==> src/rtl/serial_tx_fifo_if.sv <==
// Byte-push and status/line bundle between serial_ctrl (master) and the buffered UART transmitter (slave).
interface serial_tx_fifo_if #(
  parameter int FifoDepthLog2 = 4
);
  logic                     write_i;
  logic [7:0]               data_i;
  logic                     full_o;
  logic [FifoDepthLog2:0]   level_o;
  logic                     busy_o;
  logic                     overflow_o;
  logic                     txd_o;

  modport master (
    output write_i, data_i,
    input  full_o, level_o, busy_o, overflow_o, txd_o
  );

  modport slave (
    input  write_i, data_i,
    output full_o, level_o, busy_o, overflow_o, txd_o
  );
endinterface

==> src/rtl/serial_tx_fifo.sv <==
// Buffered 8N1 UART transmitter: a small FIFO feeds a start/data/stop serializer,
// back-to-back frames leave with no idle gap, and overflow is reported sticky.
module serial_tx_fifo #(
  parameter int ClkFrequency  = 25000000,
  parameter int Baud          = 9600,
  parameter int FifoDepthLog2 = 4
) (
  input  logic             clk,
  input  logic             rst_n,
  serial_tx_fifo_if.slave  bus
);

  localparam int Div   = (ClkFrequency + Baud / 2) / Baud;
  localparam int CntW  = (Div > 1) ? $clog2(Div) : 1;
  localparam int PtrW  = FifoDepthLog2;
  localparam int LvlW  = FifoDepthLog2 + 1;
  localparam int Depth = 1 << FifoDepthLog2;
  localparam logic [CntW-1:0] CntLast = CntW'(Div - 1);

  typedef enum logic [1:0] {
    ST_IDLE  = 2'd0,
    ST_START = 2'd1,
    ST_DATA  = 2'd2,
    ST_STOP  = 2'd3
  } state_t;

  state_t           state_r, state_nxt_s;
  logic [7:0]       mem_r [Depth];
  logic [PtrW-1:0]  wr_ptr_r, rd_ptr_r;
  logic [LvlW-1:0]  level_r, level_nxt_s;
  logic [CntW-1:0]  cnt_r, cnt_nxt_s;
  logic [2:0]       bit_idx_r, bit_idx_nxt_s;
  logic [7:0]       shift_r, shift_nxt_s;
  logic             txd_r, txd_nxt_s;
  logic             busy_r, busy_nxt_s;
  logic             overflow_r;
  logic             bit_end_s, full_s, wr_acc_s, pop_s, fifo_nempty_s;

  assign bit_end_s     = (cnt_r == CntLast);
  assign full_s        = (level_r == LvlW'(Depth));
  assign fifo_nempty_s = (level_r != LvlW'(0));
  assign wr_acc_s      = bus.write_i & ~full_s;

  // Next-state, pop request and next line level for the serializer
  always_comb begin
    state_nxt_s   = state_r;
    pop_s         = 1'b0;
    cnt_nxt_s     = bit_end_s ? CntW'(0) : cnt_r + CntW'(1);
    bit_idx_nxt_s = bit_idx_r;
    shift_nxt_s   = shift_r;
    case (state_r)
      ST_IDLE: begin
        cnt_nxt_s = CntW'(0);
        if (fifo_nempty_s) begin
          pop_s       = 1'b1;
          shift_nxt_s = mem_r[rd_ptr_r];
          state_nxt_s = ST_START;
        end else begin
          state_nxt_s = ST_IDLE;
        end
      end
      ST_START: begin
        if (bit_end_s) begin
          bit_idx_nxt_s = 3'd0;
          state_nxt_s   = ST_DATA;
        end else begin
          state_nxt_s   = ST_START;
        end
      end
      ST_DATA: begin
        if (bit_end_s) begin
          shift_nxt_s   = {1'b0, shift_r[7:1]};
          bit_idx_nxt_s = bit_idx_r + 3'd1;
          state_nxt_s   = (bit_idx_r == 3'd7) ? ST_STOP : ST_DATA;
        end else begin
          state_nxt_s   = ST_DATA;
        end
      end
      ST_STOP: begin
        // A queued byte is reloaded straight into START so frames abut
        if (bit_end_s && fifo_nempty_s) begin
          pop_s       = 1'b1;
          shift_nxt_s = mem_r[rd_ptr_r];
          state_nxt_s = ST_START;
        end else if (bit_end_s) begin
          state_nxt_s = ST_IDLE;
        end else begin
          state_nxt_s = ST_STOP;
        end
      end
      default: begin
        state_nxt_s = ST_IDLE;
      end
    endcase

    case (state_nxt_s)
      ST_START: txd_nxt_s = 1'b0;
      ST_DATA:  txd_nxt_s = shift_nxt_s[0];
      default:  txd_nxt_s = 1'b1;
    endcase

    case ({wr_acc_s, pop_s})
      2'b10:   level_nxt_s = level_r + LvlW'(1);
      2'b01:   level_nxt_s = level_r - LvlW'(1);
      default: level_nxt_s = level_r;
    endcase

    busy_nxt_s = (state_nxt_s != ST_IDLE) | (level_nxt_s != LvlW'(0));
  end

  // FSM state register
  always_ff @(posedge clk) begin
    if (!rst_n) begin
      state_r <= ST_IDLE;
    end else begin
      state_r <= state_nxt_s;
    end
  end

  // FIFO storage; stale slots are harmless because reset clears the pointers
  always_ff @(posedge clk) begin
    if (wr_acc_s) begin
      mem_r[wr_ptr_r] <= bus.data_i;
    end
  end

  // Pointers, occupancy, baud counter, shifter and registered outputs
  always_ff @(posedge clk) begin
    if (!rst_n) begin
      wr_ptr_r   <= PtrW'(0);
      rd_ptr_r   <= PtrW'(0);
      level_r    <= LvlW'(0);
      cnt_r      <= CntW'(0);
      bit_idx_r  <= 3'd0;
      shift_r    <= 8'd0;
      txd_r      <= 1'b1;
      busy_r     <= 1'b0;
      overflow_r <= 1'b0;
    end else begin
      if (wr_acc_s) begin
        wr_ptr_r <= wr_ptr_r + PtrW'(1);
      end
      if (pop_s) begin
        rd_ptr_r <= rd_ptr_r + PtrW'(1);
      end
      if (bus.write_i && full_s) begin
        overflow_r <= 1'b1;
      end
      level_r   <= level_nxt_s;
      cnt_r     <= cnt_nxt_s;
      bit_idx_r <= bit_idx_nxt_s;
      shift_r   <= shift_nxt_s;
      txd_r     <= txd_nxt_s;
      busy_r    <= busy_nxt_s;
    end
  end

  assign bus.full_o     = full_s;
  assign bus.level_o    = level_r;
  assign bus.busy_o     = busy_r;
  assign bus.overflow_o = overflow_r;
  assign bus.txd_o      = txd_r;

endmodule

==> src/flat_wrapper.sv <==
// flat-port wrapper written by rule: the top's interface ports become plain ports
module serial_tx_fifo_flat 
#(
  parameter int ClkFrequency  = 25000000,
  parameter int Baud          = 9600,
  parameter int FifoDepthLog2 = 4
)
  (clk, rst_n, bus_write_i, bus_data_i, bus_full_o, bus_level_o, bus_busy_o, bus_overflow_o, bus_txd_o);
  serial_tx_fifo_if #(.FifoDepthLog2(FifoDepthLog2)) bus_i ();
  input  logic clk;
  input  logic rst_n;
  input wire logic [$bits(bus_i.write_i)-1:0] bus_write_i;
  input wire logic [$bits(bus_i.data_i)-1:0] bus_data_i;
  output wire logic [$bits(bus_i.full_o)-1:0] bus_full_o;
  output wire logic [$bits(bus_i.level_o)-1:0] bus_level_o;
  output wire logic [$bits(bus_i.busy_o)-1:0] bus_busy_o;
  output wire logic [$bits(bus_i.overflow_o)-1:0] bus_overflow_o;
  output wire logic [$bits(bus_i.txd_o)-1:0] bus_txd_o;
  assign bus_i.write_i = bus_write_i;
  assign bus_i.data_i = bus_data_i;
  assign bus_full_o = bus_i.full_o;
  assign bus_level_o = bus_i.level_o;
  assign bus_busy_o = bus_i.busy_o;
  assign bus_overflow_o = bus_i.overflow_o;
  assign bus_txd_o = bus_i.txd_o;
  serial_tx_fifo #(.ClkFrequency(ClkFrequency), .Baud(Baud), .FifoDepthLog2(FifoDepthLog2)) u_core (.clk(clk), .rst_n(rst_n), .bus(bus_i));
endmodule
==> config.mk <==
export PLATFORM = sky130hd
export DESIGN_NAME = serial_tx_fifo_flat
export DESIGN_NICKNAME = d
export VERILOG_FILES = /design/src/rtl/serial_tx_fifo_if.sv /design/src/rtl/serial_tx_fifo.sv /design/src/flat_wrapper.sv
export SDC_FILE = /design/constraint.sdc
export NUM_CORES = 1
export LEC_CHECK = 0
export BUFFER_PORTS_ARGS = -buffer_cell sky130_fd_sc_hd__buf_2
export CORE_ASPECT_RATIO = 0.9
export CORE_MARGIN = 3
export CORE_UTILIZATION = 60
export CTS_CLUSTER_DIAMETER = 50
export DETAILED_ROUTE_END_ITERATION = 6
export PLACE_DENSITY_LB_ADDON = 0.08
export SETUP_SLACK_MARGIN = 0.15
export SYNTH_ARGS = -nofsm -noshare
export SYNTH_HDL_FRONTEND = slang
export SYNTH_SLANG_ARGS = --single-unit
==> constraint.sdc <==
create_clock -name clk -period 7.5 [get_ports clk]
set_clock_uncertainty 0.05 [all_clocks]
set_input_delay 1.5 -clock clk [delete_from_list [all_inputs] [get_ports clk]]
set_output_delay 1.5 -clock clk [all_outputs]
set_load 0.005 [all_outputs]
[Word level (Yosys, flattened, before mapping)]
Memory sizes are Yosys's and may differ from the RTL's. A register that Yosys moved wholly into a read port is not among the register bits.
Index checks and enable logic that the tools add are counted.
Operators by class
  multiplexer cells: 23
  equal/unequal tests: 14
  reductions and logical operators: 11
  bitwise gates (word level): 4
  $add $sub $neg: 6
Operators with widths (count)
  2-to-1 mux 8 bit: 3
  case mux 8 bit (3 select lines): 1
  adder 12 x 1 -> 12 bit (second input constant): 1
  equality test 12 bit (second input constant): 1
  case mux 5 bit (2 select lines): 1
  nonzero test 5 bit: 2
  adder 4 x 1 -> 4 bit (second input constant): 2
  equality test 2 bit (second input constant): 4
  2-to-1 mux 2 bit: 4
  2-to-1 mux 4 bit: 2
  != test 2 x 1 -> 1 bit (second input constant): 4
  case mux 2 bit (4 select lines): 1
  equality test 2 x 1 -> 1 bit (second input constant): 3
  2-to-1 mux 1 bit: 6
  2-to-1 mux 3 bit: 2
  case mux 3 bit (2 select lines): 1
  adder 5 x 1 -> 5 bit (second input constant): 1
  equality test 5 bit (second input constant): 1
  subtractor 5 x 1 -> 5 bit (second input constant): 1
  case mux 1 bit (2 select lines): 2
  AND reduction 4 bit: 1
  nonzero test 2 bit: 2
  adder 3 x 1 -> 3 bit (second input constant): 1
  equality test 3 bit (second input constant): 1
  8 further kinds: 10
Storage, ports and cells
  memories: 1
  RAM bits: 128
  bits in registers: 41
  output and inout bits: 9
  logic and storage cells: 70
Memories
  u_core.mem_r: depth 16, width 8, rd ports 1, clocked after memory_dff 1, wr ports 1, RTL line serial_tx_fifo.sv:28  | logic [7:0] mem_r [Depth];

[Logic depth before layout (Yosys ltp)]
  word-level depth: 8
  depth in mapped cells: 14
  mapped depth without buffers: 12

[Worst setup path before layout]
Ideal clock, no wire load.
  path kind: input-to-reg
  start point: input port bus_write_i
  end point: register u_core.busy_r (netlist: u_core.bus.busy_o)
  setup time: 0.138 ns
  stages: 11
  data required time: 7.312 ns
  buffers on the path: 2
  setup slack: 4.111 ns
  arrival time: 3.201 ns
  cells stage by stage: and2_1 clkbuf_1 inv_1 ha_1 buf_2 nor2b_1 nand4b_1 o21ai_0 a21oi_2 xor2_1 a41oi_2
On the way
  cells in the longest elaborated chain, start to end: 5
Ends and longest elaborated chain
  from (decl): RTL line flat_wrapper.sv:12  | input wire logic [$bits(bus_i.write_i)-1:0] bus_write_i;
  bitwise AND 1 bit *: RTL line serial_tx_fifo.sv:42  | assign wr_acc_s = bus.write_i & ~full_s;
  equality test 2 x 1 -> 1 bit or equality test 2 bit (tied branches): RTL line serial_tx_fifo.sv:102  | case ({wr_acc_s, pop_s})
  case mux 5 bit (2 select lines) *: RTL line serial_tx_fifo.sv:102
  nonzero test 5 bit *: RTL line serial_tx_fifo.sv:108  | busy_nxt_s = (state_nxt_s != ST_IDLE) | (level_nxt_s != LvlW'(0));
  OR 1 bit *: RTL line serial_tx_fifo.sv:108
  to (signal assigned): RTL line serial_tx_fifo.sv:154  | busy_r <= busy_nxt_s;
  to (decl): RTL line serial_tx_fifo.sv:35  | logic busy_r, busy_nxt_s;
Every way passes the cells marked *; elsewhere a longest branch is shown, timed or not.
A chain may end at the register's enable or synchronous reset.

[Worst setup path in the final report]
  start point: register u_core.cnt_r[6]
  end point: register u_core.busy_r (netlist: u_core.bus.busy_o)
On the way
  cells in the longest elaborated chain, start to end: 8
Ends and longest elaborated chain
  from (decl): RTL line serial_tx_fifo.sv:31  | logic [CntW-1:0] cnt_r, cnt_nxt_s;
  from (signal assigned): RTL line serial_tx_fifo.sv:133  | cnt_r <= CntW'(0);
  from (signal assigned): RTL line serial_tx_fifo.sv:150  | cnt_r <= cnt_nxt_s;
  equality test 12 bit *: RTL line serial_tx_fifo.sv:39  | assign bit_end_s = (cnt_r == CntLast);
  logical AND 1 bit: RTL line serial_tx_fifo.sv:81  | if (bit_end_s && fifo_nempty_s) begin
  2-to-1 mux 1 bit: RTL line serial_tx_fifo.sv:81
  case mux 1 bit (2 select lines): RTL line serial_tx_fifo.sv:51  | case (state_r)
  equality test 2 x 1 -> 1 bit or equality test 2 bit (tied branches): RTL line serial_tx_fifo.sv:102
  case mux 5 bit (2 select lines): RTL line serial_tx_fifo.sv:102
  nonzero test 5 bit: RTL line serial_tx_fifo.sv:108
  OR 1 bit *: RTL line serial_tx_fifo.sv:108
Marked as above.

==> impl_metrics.ini <==
[status]
outcome = completed

[sta]
slew_headroom_pct = 18.3
tns_ns = 0
rsz0062_at_grt = false
tightest_slew_ns = 1.22
setup-violations-final = 0
fin_crit_ns = 3.44
slew_violations = 0
hold_viol = 0
max_freq_mhz = 291
fin_crit_sh_pct = 45.8

[finish]
synthToLayoutAreaGrowth_pct = 11.8
nNetsFinal = 497
drive_above_1_share_pct = 21.5
antennaDiodeCount = 0

[clock_network]
cts_resized = 0
cts_sinks = 173
clock-root-buffer = clkbuf_16
insertion_delay_ns = 0.42
clk_pin_slew_ns = 0.06
htreeDepth = 4
cts_tree = done
cts_hold_buf = 0
clockBufferDepth = 2
numCtsBuffers = 17
post_cts_buffers = 0

[yosys]
synth_top_area_share_pct = 54.3
ys_ff_latch = 173
syn_area_um2 = 7080
yosysUniqueCellTypes = 44
synth.largest_area_cell = edfxtp_1
syn-num-nets = 475
syn_area_per_cell_um2 = 15.8
syn_inst = 449
yosysWarnings = 0
netlist_top_cells_area = edfxtp_1 54%, dfxtp_1 13%, mux4_2 12%
ys_seq_area_share_pct = 67.0

[floorplanning]
fp.dieH_um = 109
pin_count = 20
dieArea_um2 = 13100
die_w_um = 121
initial_core_util_pct = 63.4
row_count = 36
core_um2 = 11200

[global_routing]
grt_pass1_vias = 3863
grtUsageTotal_pct = 23.2
grt_max_degree = 33
grt_pass1_wl_mm = 21.8
antenna_found_initial = 0
grt-ovfl-total = 0

[drt]
drtIter0Drc = 525
wl_per_cell_um = 21.4
ant_nets = 0
via_count = 3791
drt-total-wl_mm = 13.6
drtPass1Iterations = 7
vias_per_cell = 5.96
post-route-drc-count = 0

[power_and_ir_drop]
leakagePower_uw = 0.00263
p_total_uw = 2620
p_per_area_nw_per_um2 = 331
ir_worst_vdd_v = 0.000288

[placed_design]
routabilityCongestion = 0.773
dpl.hpwl_mm = 8.69
port_buffers = 19

[critical_path]
worstSetupStartpointType = register
crit_type = register to register
cp.required_ns = 7.74
critPathMaxFanout = 9
crit_slowest_cell = nor4b_2
crit_chain = nor4b_2 > a41oi_2 > or2_2 > nor2_1 > ha_1 > nor2b_1 > nand4b_1 > o21ai_0 > a21oi_2 > xor2_1 > a41oi_2
rr_worst_depth = 11
cp.arrival_ns = 3.67
cp_common_cell = a41oi_2
endpoint_kind = register
slowest_delay_ns = 0.50

[run]
cap_violations = 0

[min_path]
hold_depth = 1
hold_path_class = register to register
==> cells in the mapped netlist, drive strengths merged <==
master   number
a21oi        12
clkbuf       11
nor2b         3
nor4          1
and4bb        1
a41oi         2
nor3          6
nand4         2
inv          11
nor4b         2
ha           15
edfxtp      128
or3           1
xor2         13
xnor2         9
buf           9
and2          5
nand3         8
and3b         2
nand2b        2
or4           1
and3          5
mux2          1
o21ai         6
nor2         60
nand2        18
mux4         39
a22oi         8
mux2i         2
a21o          1
o2111ai       1
a31oi         2
a2111oi       2
nand3b        1
nor3b         3
a211oi        8
or2           1
dfxtp        45
nand4b        2
==> stage by stage <==
| step | util, % | worst slack (ns) | hold WS (ns) | instance area (um2) | std cells |
|---|---|---|---|---|---|
| 6_report | 70.8 | 4.06 | 0.395 | 7910 | 636 |
| 4_1_cts | 70.8 | 4.07 | 0.395 | 7910 | 636 |
| 3_5_place_dp | 65.4 | 3.82 | 0.387 | 7310 | 604 |
| 5_1_grt | 70.8 | 3.85 | 0.427 | 7910 | 636 |
| 2_1_floorplan | - | 4.11 | 0.363 | 7080 | 449 |
| 3_3_place_gp | 65.4 | 3.88 | 0.376 | 7310 | 604 |
==> sequential cells by signal (all words and copies together) (netlist names), named ones only <==
| name | count |
|---|---|
| u_core.mem_r | 128 |
| u_core.cnt_r | 12 |
| u_core.shift_r | 8 |
| u_core.bus.level_o | 5 |
| u_core.rd_ptr_r | 4 |
| u_core.wr_ptr_r | 4 |
| u_core.bit_idx_r | 3 |
| u_core.state_r | 2 |
| u_core.bus.busy_o | 1 |
| u_core.bus.overflow_o | 1 |
| u_core.bus.txd_o | 1 |
==> per-layer routing <==
layer / vias up / global-route usage [%] / share of wire [%]
met1: 1910 / 33.0 / 45
met4: 0 / 7.52 / 2.1
li1: 1747 / - / -
met2: 113 / 34.5 / 47
met3: 21 / 7.47 / 6.8
met5: - / 0 / 0
==> cell usage in the layout, fill, tap and decap left out, drive strengths merged, types with 3 or more instances in the layout <==
master    n
clkinv    3
buf      23
a21oi    12
nand3     8
ha       15
inv      13
clkbuf   23
and2      5
a22oi     8
and3      5
nor3      6
nor2     60
mux4     39
edfxtp  128
dfxtp    45
nor3b     3
xnor2     9
nand2    18
a211oi    8
o21ai     6
xor2     13
nor2b     3
==> final cells by class <==
| type | count | area (um2) |
|---|---|---|
| Inverter | 11 | 41.3 |
| Tap cell | 152 | 190 |
| Clock inverter | 9 | 106 |
| Clock buffer | 23 | 498 |
| Timing Repair Buffer | 23 | 125 |
| Sequential cell | 173 | 4750 |
| Fill cell | 739 | 3260 |
| Multi-Input combinational cell | 245 | 2210 |
==> final timing paths <==
path	from	to	slack (ns)
hold / removal	u_core.cnt_r[0]$_SDFF_PP0_	u_core.cnt_r[0]$_SDFF_PP0_	0.40
setup reg to reg	u_core.cnt_r[6]$_SDFF_PP0_	u_core.bus.busy_o$_SDFF_PN0_	4.06
hold reg to reg	u_core.cnt_r[0]$_SDFF_PP0_	u_core.cnt_r[0]$_SDFF_PP0_	0.40
setup / recovery	u_core.cnt_r[6]$_SDFF_PP0_	u_core.bus.busy_o$_SDFF_PN0_	4.06
==> report_power, final <==
part           switching (uW)  internal (uW)
sequential               56.3           1090
combinational             326            267
clock                     345            534
total                     727           1890
==> critical path: cells and delay by family, from the launching register on <==
family | cells | cell delay, ns
compound gates | 4 | 0.68
xor+xnor | 1 | 0.19
fa+ha+maj | 1 | 0.41
flops | 1 | 0.34
simple gates | 5 | 1.62
==> logic make-up after synthesis <==
logic type	after synthesis	synth area share (%)
AOI/OAI and AO/OA	42	4.40
xor gates and xnor gates	22	2.72
adders and majority gates	15	2.65
buffers and inverters	31	1.84
DFF	173	67.0
muxes	42	12.9
and+or+nand+nor	124	8.48
Note: power is estimated with default switching activity, not from simulation.
